File: config.mk
export PLATFORM = sky130hd
export DESIGN_NAME = muldiv_ctl
export DESIGN_NICKNAME = d
export VERILOG_FILES = /design/src/rtl/muldiv_pkg.sv /design/src/rtl/muldiv_step.sv /design/src/rtl/muldiv_ctl.sv
export SDC_FILE = /design/constraint.sdc
export NUM_CORES = 1
export LEC_CHECK = 0
export ABC_AREA = 1
export BUFFER_PORTS_ARGS = -buffer_cell sky130_fd_sc_hd__buf_2
export CORE_ASPECT_RATIO = 0.7
export CORE_MARGIN = 2
export CORE_UTILIZATION = 40
export DETAILED_ROUTE_END_ITERATION = 10
export GPL_TIMING_DRIVEN = 0
export HOLD_SLACK_MARGIN = 0.03
export PLACE_DENSITY = 0.56
export SYNTH_ARGS = -nofsm -noshare
export SYNTH_HDL_FRONTEND = slang
export SYNTH_HIERARCHICAL = 1
export SYNTH_SLANG_ARGS = --single-unit
File: constraint.sdc
create_clock -name clk -period 3.8 [get_ports clk]
set_clock_uncertainty 0.1 [all_clocks]
set_input_delay 0.19 -clock clk [delete_from_list [all_inputs] [get_ports clk]]
set_output_delay 0.19 -clock clk [all_outputs]
set_load 0.05 [all_outputs]
File: src/rtl/muldiv_pkg.sv
// Shared constants and encodings for the HI/LO multiply/divide sequencer.
// Operation codes match the Op_EX field driven by the execute stage.
package muldiv_pkg;

  localparam int unsigned MD_XLEN  = 32;
  localparam int unsigned MD_ITERS = 32;

  typedef enum logic [1:0] {
    MD_MULT  = 2'b00,
    MD_MULTU = 2'b01,
    MD_DIV   = 2'b10,
    MD_DIVU  = 2'b11
  } md_op_e;

  typedef enum logic [1:0] {
    IDLE = 2'b00,
    MUL  = 2'b01,
    DIV  = 2'b10,
    FIX  = 2'b11
  } md_state_e;

endpackage

File: src/rtl/muldiv_step.sv
// One combinational iteration of the sequencer: shift-add multiply or restoring divide.
// The accumulator holds {upper, lower}: product halves for MUL, {remainder, quotient} for DIV.
module muldiv_step #(
  parameter int unsigned XLEN = 32
) (
  input  logic [2*XLEN-1:0] i_acc,
  input  logic [XLEN-1:0]   i_operand,
  input  logic              i_div,
  output logic [2*XLEN-1:0] o_acc
);

  logic [XLEN:0] w_sum;
  logic [XLEN:0] w_shift_rem;
  logic [XLEN:0] w_trial;

  always_comb begin
    w_sum       = {1'b0, i_acc[2*XLEN-1:XLEN]} +
                  (i_acc[0] ? {1'b0, i_operand} : {(XLEN+1){1'b0}});
    w_shift_rem = i_acc[2*XLEN-1:XLEN-1];
    // Top bit of the XLEN+1 wide difference acts as the borrow.
    w_trial     = w_shift_rem - {1'b0, i_operand};
    if (i_div) begin
      if (!w_trial[XLEN]) begin
        o_acc = {w_trial[XLEN-1:0], i_acc[XLEN-2:0], 1'b1};
      end else begin
        o_acc = {w_shift_rem[XLEN-1:0], i_acc[XLEN-2:0], 1'b0};
      end
    end else begin
      o_acc = {w_sum, i_acc[XLEN-1:1]};
    end
  end

endmodule

File: src/rtl/muldiv_ctl.sv
// Iterative MULT/MULTU/DIV/DIVU sequencer owning the HI/LO pair.
// Raises MdStall while busy if the execute stage needs HI/LO or a new operation.
module muldiv_ctl
  import muldiv_pkg::*;
#(
  parameter int unsigned XLEN  = MD_XLEN,
  parameter int unsigned ITERS = MD_ITERS
) (
  input  logic            clk,
  input  logic            rst_n,
  input  logic            Start_EX,
  input  logic [1:0]      Op_EX,
  input  logic [XLEN-1:0] SrcA_EX,
  input  logic [XLEN-1:0] SrcB_EX,
  input  logic            ReadHi_EX,
  input  logic            ReadLo_EX,
  input  logic            Kill,
  output logic            Busy,
  output logic            MdStall,
  output logic [XLEN-1:0] HiLoData,
  output logic            DivByZero
);

  localparam int unsigned CW = (ITERS > 1) ? $clog2(ITERS) : 1;
  localparam logic [CW-1:0] LastCnt = CW'(ITERS - 1);

  md_state_e         r_state;
  md_op_e            r_op;
  logic [CW-1:0]     r_cnt;
  logic [2*XLEN-1:0] r_acc;
  logic [XLEN-1:0]   r_operand;
  logic              r_sign_a;
  logic              r_sign_b;
  logic              r_b_zero;
  logic [XLEN-1:0]   r_hi;
  logic [XLEN-1:0]   r_lo;
  logic              r_dbz;

  logic              w_sign_a;
  logic              w_sign_b;
  logic [XLEN-1:0]   w_abs_a;
  logic [XLEN-1:0]   w_abs_b;
  logic [2*XLEN-1:0] w_step_acc;
  logic [XLEN-1:0]   w_fix_hi;
  logic [XLEN-1:0]   w_fix_lo;

  // Only the signed ops (Op_EX[0]==0) take magnitudes; 0x80000000 maps to itself.
  always_comb begin
    w_sign_a = ~Op_EX[0] & SrcA_EX[XLEN-1];
    w_sign_b = ~Op_EX[0] & SrcB_EX[XLEN-1];
    w_abs_a  = w_sign_a ? -SrcA_EX : SrcA_EX;
    w_abs_b  = w_sign_b ? -SrcB_EX : SrcB_EX;
  end

  muldiv_step #(
    .XLEN(XLEN)
  ) u_step (
    .i_acc    (r_acc),
    .i_operand(r_operand),
    .i_div    (r_state == DIV),
    .o_acc    (w_step_acc)
  );

  always_comb begin
    w_fix_hi = r_acc[2*XLEN-1:XLEN];
    w_fix_lo = r_acc[XLEN-1:0];
    unique case (r_op)
      MD_MULT: begin
        if (r_sign_a ^ r_sign_b) begin
          {w_fix_hi, w_fix_lo} = -r_acc;
        end
      end
      MD_DIV: begin
        if (r_sign_a ^ r_sign_b) begin
          w_fix_lo = -r_acc[XLEN-1:0];
        end
        if (r_sign_a) begin
          w_fix_hi = -r_acc[2*XLEN-1:XLEN];
        end
      end
      default: ;
    endcase
  end

  always_ff @(posedge clk or negedge rst_n) begin
    if (!rst_n) begin
      r_state   <= IDLE;
      r_op      <= MD_MULT;
      r_cnt     <= '0;
      r_acc     <= '0;
      r_operand <= '0;
      r_sign_a  <= 1'b0;
      r_sign_b  <= 1'b0;
      r_b_zero  <= 1'b0;
      r_hi      <= '0;
      r_lo      <= '0;
      r_dbz     <= 1'b0;
    end else if (Kill) begin
      r_state <= IDLE;
    end else begin
      case (r_state)
        IDLE: begin
          if (Start_EX) begin
            r_state   <= Op_EX[1] ? DIV : MUL;
            r_op      <= md_op_e'(Op_EX);
            r_cnt     <= '0;
            r_acc     <= {{XLEN{1'b0}}, (Op_EX[1] ? w_abs_a : w_abs_b)};
            r_operand <= Op_EX[1] ? w_abs_b : w_abs_a;
            r_sign_a  <= w_sign_a;
            r_sign_b  <= w_sign_b;
            r_b_zero  <= (SrcB_EX == '0);
            r_dbz     <= 1'b0;
          end
        end
        MUL, DIV: begin
          r_acc <= w_step_acc;
          r_cnt <= r_cnt + CW'(1);
          if (r_cnt == LastCnt) begin
            r_state <= FIX;
          end
        end
        FIX: begin
          r_hi    <= w_fix_hi;
          r_lo    <= w_fix_lo;
          r_dbz   <= (r_op == MD_DIV || r_op == MD_DIVU) && r_b_zero;
          r_state <= IDLE;
        end
        default: r_state <= IDLE;
      endcase
    end
  end

  always_comb begin
    Busy      = (r_state != IDLE);
    MdStall   = Busy & (Start_EX | ReadHi_EX | ReadLo_EX);
    HiLoData  = ReadHi_EX ? r_hi : r_lo;
    DivByZero = r_dbz;
  end

endmodule

==> results of run 1 <==
-- metrics by stage --
step / util [%] / cells / worst slack [ns] / setup TNS (ns)
5_1_grt: 45.0 / 3910 / 0.00185 / 0
4_1_cts: 45.0 / 3910 / 0.168 / 0
6_report: 45.0 / 3910 / 0.238 / 0
3_3_place_gp: 43.4 / 3866 / -0.323 / -50.49
2_1_floorplan: - / 3158 / 1.10 / 0
3_5_place_dp: 43.5 / 3867 / 0.163 / 0
-- metal layers --
layer  GRT usage [%]  up-vias  part of all wire, %
met5               0        -                0.013
met4            6.90        2                  1.6
met3            6.37       58                  9.9
met2            49.9     1015                   41
met1            53.4    10100                   48
li1                -    10400                    -
-- worst register-to-register path: stages, from the launching register on --
cell and delay [ns]:
dfrtp_1 0.35, clkbuf_1 0.47, clkbuf_2 0.38, nand2_1 0.08
inv_1 0.06, ha_1 0.28, fa_1 0.32, nand3_1 0.10
nand2_1 0.17, nand2_1 0.07, o211ai_1 0.17, nand2_1 0.09
nand2_1 0.14, nand2_1 0.12, nand2_1 0.09, nand2_1 0.05
nand3_1 0.06, nand2_1 0.09, nand3_1 0.14, o21ai_0 0.11
-- cell type report --
cell class | instances | area, µm²
fill | 5046 | 24800
tap | 603 | 754
clock inverter | 14 | 150
sequential | 173 | 4330
buffer | 95 | 450
timing repair buffer | 117 | 673
clock buffer | 18 | 439
multi-input combinational | 2437 | 11800
inverter | 453 | 1700
-- path summary, 6_finish.rpt --
kind | to | slack [ns] | cells after the start
max in group asynchronous | r_operand[14] | 2.48 | 3
setup / recovery | r_acc[59] | 0.24 | 19
hold reg to reg | r_hi[22] | 0.38 | 2
min in group asynchronous | r_hi[27] | 0.14 | 2
hold / removal | r_operand[5] | 0.05 | 5
setup reg to reg | r_acc[59] | 0.24 | 19
-- kinds of logic after synthesis --
logic type	Yosys count	share of synthesized area, %
buf+inv	548	11.8
xor+xnor	63	3.02
simple gates	1901	44.4
compound gates	398	12.0
fa+ha+maj	75	5.22
flops	173	23.7
-- power groups by stage --
stage / Combinational [mW] / Sequential (mW) / Clock (mW)
after floorplan: 9.27 / 3.26 / 0
after global placement: 12.8 / 3.99 / 0
after detailed placement: 12.9 / 4.02 / 0
after CTS: 13.0 / 3.98 / 1.82
after global routing: 14.7 / 4.08 / 1.89
final: 13.3 / 4.05 / 1.81
-- state kept, by name (all words and copies together), names as in the netlist --
name and count:
r_hi 32, r_sign_b 1, r_sign_a 1, r_state 2, r_cnt 5, r_op 2, r_operand 32, DivByZero 1
r_b_zero 1, r_lo 32, r_acc 64
-- synthesized netlist by cell type, drive strengths merged, types with 2 or more instances --
library cell	instances
nand3	408
nor4	2
clkinv	7
o21bai	9
nand3b	21
ha	73
clkbuf	54
a22oi	13
inv	446
nand2	1086
and2	6
nor3	26
o22ai	3
buf	41
xnor2	14
and3	2
fa	2
o211ai	16
a21oi	129
xor2	49
or2	12
a21o	5
o21ai	206
o221ai	6
nor2	301
o21a	4
dfrtp	173
nand4	37
o31ai	2
-- timing repair --
action                                  4_1_cts  5_1_grt
hold buffers                                 11        0
hold endpoints to repair                     69        0
gates resized for setup                       0        3
endpoints found under the setup margin        0        7
==> reports/results.tsv, run 1 <==
stage	metric	value	unit
worst_setup_path	cp_top_family	simple AND/OR/NAND/NOR gates	
grt	antenna_found_initial	1	
timing	fmax	0.281	GHz
die	core	0.0451	mm²
clocking	cts_tree	done	
route	drt_wl_total	83.0	mm
timing	period_minus_slack	3.56	ns
worst_setup_path	cpMaxStageDelayCell	clkbuf_1	
yosys	yosysTopAreaCell	dfrtp_1	
worst_setup_path	worstPathBufferInverterCount	3	
worst_setup_path	crit_type	register to register	
timing	tightestPinTransition	0.903	ns
pwr	clkPwrFrac	9.5	%
timing	post-route-period-util	93.7	%
worst_setup_path	critPathCaptureType	register	
job	cap_violations	0	
yosys	syn_avg_cell_area	5.79	µm²
yosys	syn-cell-area	0.0183	mm²
worst_setup_path	critical_path.max_stage_delay	0.47	ns
worst_setup_path	required	4.03	ns
worst_setup_path	worst_setup_path_start_kind	register	
pwr	power.internal	7.62	mW
worst_setup_path	critPathArrivalTime	3.80	ns
final_layout	drive_gt1_share	7.05	%
clocking	cts_buffer_depth	2	
clocking	cts_setup_buffers	0	
yosys	synth_area_leaders	dfrtp_1 (24%), nand2_1 (22%), nand3_1 (11%)	
die	die_h	183	µm
yosys	synth_ff_type	dfrtp_1	
yosys	async_flop_share	100	%
min_path	hold_class	input port to register	
worst_setup_path	crit_top_cell	nand2_1	
final_layout	nNetsFinal	3441	
worst_setup_path	startpoint	r_acc[0]	
timing	hold_violations	0	
pwr	p_sw	11.5	mW
worst_setup_path	reg2reg_from	r_acc[0]	
timing	setup_viol	0	
yosys	synth_edf_count	0	
yosys	ys_types	50	
clocking	path_clk_slew	0.08	ns
placed_design	place_area	0.0196	mm²
final_layout	area_growth	11.0	%
die	die_area	0.0474	mm²
min_path	hold_path_startpoint	SrcB_EX[5]	
worst_setup_path	crit_chain	clkbuf_1, clkbuf_2, nand2_1, inv_1, ha_1, fa_1, nand3_1, nand2_1, nand2_1, o211ai_1, nand2_1, nand2_1, nand2_1, nand2_1, nand2_1, nand3_1, nand2_1, nand3_1, o21ai_0	
yosys	ys_seq_area_share	23.7	%
grt	grt_start_max_net_pins	112	
timing	drv_slew	0	
pwr	switching_share	60.2	%
yosys	synth_nets	3305	
yosys	syn_inst	3158	
timing	relSlewSlack	39.8	%
grt	grt_pass1_wl	122	mm
die	initial_utilization	40.6	%
final_layout	mostFrequentLayoutCells	nand2_1 (1,057), inv_1 (444), nand3_1 (405), nor2_1 (290), o21ai_0 (204)	
final_layout	final_area	0.0203	mm²
yosys	yosysWarnings	6	
route	drc	0	
grt	grt_pass1_vias	19500	
pwr	p_per_area	943	mW/mm²
timing	whs	0.0504	ns
yosys	yosysTopAreaCellShare	23.7	%
pwr	peakVddDrop	0.473	mV
route	vias	21600	
route	drtIter0Drc	2689	
placed_design	dpl.hpwl	70.0	mm
final_layout	layout_commonest_cell	nand2_1	
route	via_per_inst	5.52	
die	boundaryPins	107	
clocking	cts.sinks	173	
route	dr.pass1.iters	6	
clocking	clk_latency	0.47	ns
worst_setup_path	cp_max_fo	10	
timing	rsz0062_at_grt	false	
pwr	p_leak	11.2	nW
pwr	totalPowerFinal	19.1	mW
route	wl_per_cell	21.2	µm
clocking	htree_levels	4	
grt	grt_use_total	34.7	%
pwr	seq_power_share	21.2	%
clocking	numCtsBuffers	17	
pwr	comb_power_share	69.4	%
placed_design	gp_congestion	0.993	
die	rows	65	
clocking	clockRootBuffer	clkbuf_16	
route	route.antenna.remaining_nets	0	
status	outcome	finished, final reports clean	
final_layout	diodes	0	
placed_design	io_buffers	105	
yosys	synth_seq_cells	173	
grt	overflow	0	
die	dieWidth	259	µm
No activity file was read; power rests on OpenSTA's default activity.
==> run 2: changes to the inputs <==
--- a/config.mk
+++ b/config.mk
@@ -10,10 +10,11 @@
 export CORE_ASPECT_RATIO = 0.7
 export CORE_MARGIN = 2
 export CORE_UTILIZATION = 40
+export CTS_CLUSTER_DIAMETER = 60
 export DETAILED_ROUTE_END_ITERATION = 10
 export GPL_TIMING_DRIVEN = 0
 export HOLD_SLACK_MARGIN = 0.03
-export PLACE_DENSITY = 0.56
+export SETUP_SLACK_MARGIN = 0.15
 export SYNTH_ARGS = -nofsm -noshare
 export SYNTH_HDL_FRONTEND = slang
 export SYNTH_HIERARCHICAL = 1
==> run 2 against run 1 <==
  * Sequential share of layout area is the same
  * Largest cell class unchanged
  * Non-clock buffer count down 1
  * Flip-flop and latch count unchanged
  * Worst setup slack improved by 0.11 ns
  * Highest routed layer unchanged
  * Routed wire length fell by 3.3%
  * Sequential power is 1% lower
  * Critical endpoint is now r_acc[63]
  * First-iteration DRC count shrank 2.7%
  * Via count rose by 0.24%
==> reports/results.tsv, run 2 (synthesis results as in run 1) <==
stage	metric	value	unit
status	outcome	finished, final reports clean	
worst_setup_path	cpMaxStageDelayCell	clkbuf_1	
grt	grt_pass1_wl	118	mm
route	drt_wl_total	80.2	mm
timing	whs	0.0380	ns
pwr	p_leak	11.1	nW
route	dr.pass1.iters	7	
timing	post-route-period-util	90.8	%
grt	grt_start_max_net_pins	105	
die	boundaryPins	107	
pwr	p_per_area	934	mW/mm²
grt	grt_pass1_vias	19200	
worst_setup_path	reg2reg_from	r_acc[0]	
min_path	whs_endpoint	r_sign_a	
final_layout	mostFrequentLayoutCells	nand2_1 (1,057), inv_1 (444), nand3_1 (405), nor2_1 (290), o21ai_0 (204)	
worst_setup_path	cp_top_family	simple AND/OR/NAND/NOR gates	
timing	setup_ws	0.349	ns
route	drtIter0Drc	2616	
placed_design	gp_congestion	1.01	
route	vias	21600	
final_layout	largest_reg_flops	64	
grt	grt_use_total	33.3	%
clocking	path_clk_slew	0.07	ns
pwr	power.internal	7.55	mW
final_layout	top_register	r_acc	
worst_setup_path	critPathArrivalTime	3.72	ns
clocking	clk_latency	0.45	ns
route	wl_per_cell	20.5	µm
route	route.antenna.remaining_nets	0	
grt	antenna_found_initial	1	
grt	overflow	0	
pwr	p_sw	11.4	mW
die	die_area	0.0474	mm²
pwr	switching_share	60.2	%
worst_setup_path	cp_max_fo	10	
final_layout	layout_commonest_cell	nand2_1	
clocking	numCtsBuffers	17	
die	rows	65	
placed_design	dp_slack	0.285	ns
worst_setup_path	crit_chain	clkbuf_1, clkbuf_2, nand2_1, inv_1, ha_1, fa_1, nand3_1, nand2_1, nand2_1, o211ai_1, nand3_1, nand3_1, nand3_1, nand2_1, nand2_1, nand2_1, nand3_1, o21ai_0	
pwr	comb_power_share	69.4	%
timing	fin_tns_setup	0	ns
route	drc	0	
worst_setup_path	worst_setup_path_start_kind	register	
timing	rsz0062_at_grt	false	
die	dieWidth	259	µm
clocking	clockRootBuffer	clkbuf_16	
min_path	hold_class	input port to register	
worst_setup_path	required	4.07	ns
timing	period_minus_slack	3.45	ns
timing	hold_violations	0	
placed_design	dpl.hpwl	68.1	mm
die	core	0.0451	mm²
timing	setup_viol	0	
worst_setup_path	worstReg2RegEnd	r_acc[63]	
worst_setup_path	critical_path.max_stage_delay	0.40	ns
timing	tightestPinTransition	0.882	ns
pwr	totalPowerFinal	19.0	mW
final_layout	area_growth	11.0	%
clocking	cts_tree	done	
final_layout	drive_gt1_share	7.05	%
worst_setup_path	reg2regPathDepth	18	
route	via_per_inst	5.53	
final_layout	utilization	45.0	%
clocking	cts.sinks	173	
timing	fmax	0.290	GHz
clocking	cts_setup_buffers	0	
job	cap_violations	0	
die	die_h	183	µm
pwr	clkPwrFrac	9.5	%
worst_setup_path	worstPathBufferInverterCount	3	
min_path	hold_path_startpoint	Kill	
pwr	peakVddDrop	0.504	mV
worst_setup_path	crit_top_cell	nand2_1	
placed_design	io_buffers	105	
worst_setup_path	critPathCaptureType	register	
worst_setup_path	crit_type	register to register	
min_path	holdPathStages	3	
final_layout	nNetsFinal	3440	
timing	drv_slew	0	
pwr	seq_power_share	21.1	%
clocking	cts_buffer_depth	2	
clocking	htree_levels	4	
worst_setup_path	r2r_setup_slack	0.35	ns
die	initial_utilization	40.6	%
timing	relSlewSlack	41.2	%
run 2: changes by cell type in the layout (fill, tap and decap cells not counted):
cell / delta
clkinv_8: +4
bufinv_16: -1
clkbuf_8: -1
clkinv_2: -1
clkinv_4: -1
diode_2: +1
dlygate4sd3_1: -1
run 2: worst min-delay path, stage by stage:
cell and delay (ns):
buf_2 0.11, nor2_2 0.10, o21ai_0 0.14
run 2: what timing repair did:
action                                  4_1_cts  5_1_grt
gates resized for setup                       0        3
endpoints found under the setup margin        0        5
hold buffers                                 10        0
hold endpoints to repair                     76        0
run 2: metrics by stage:
stage,instances,cell area (µm²)
final,3910,20300
after global routing,3909,20300
after CTS,3909,20300
after detailed placement,3867,19600
after global placement,3866,19600
after floorplan,3158,18300
run 2: metal layers:
metal  GRT usage (%)  wire (µm)  vias up
met5               0         18        -
met4            6.69       1570        2
met3            6.32       8520       91
met2            46.7      31900     1051
met1            52.1      38200    10100
li1                -          -    10300
run 2: power by group through the flow:
| stage | sequential [mW] | combinational (mW) | clock (mW) |
|---|---|---|---|
| global route | 4.04 | 14.5 | 1.88 |
| detailed placement | 3.97 | 12.8 | 0 |
| global placement | 3.94 | 12.7 | 0 |
| finish | 4.00 | 13.2 | 1.80 |
| floorplan | 3.26 | 9.27 | 0 |
| CTS | 3.93 | 12.9 | 1.82 |
run 2: final cells by class:
cell class	instances	area, µm²
fillers	4975	24800
clock buffers	17	425
plain buffers	95	450
repair buffers	116	663
flip-flops and latches	173	4330
clock inverters	15	171
diodes	1	2.50
well taps	603	754
multi-input cells	2437	11800
inverters	453	1700
run 2: worst max path at each step:
| stage | from | to | cells after the start | slack (ns) |
|---|---|---|---|---|
| floorplan | r_acc[0] | r_acc[43] | 17 | 1.10 |
| global placement | rst_n | r_operand[19] | 1 | -0.32 |
| detailed placement | r_acc[0] | r_acc[59] | 19 | 0.28 |
| CTS | r_acc[0] | r_acc[59] | 19 | 0.28 |
| global route | r_acc[0] | r_acc[59] | 19 | 0.18 |
| finish | r_acc[0] | r_acc[63] | 18 | 0.35 |
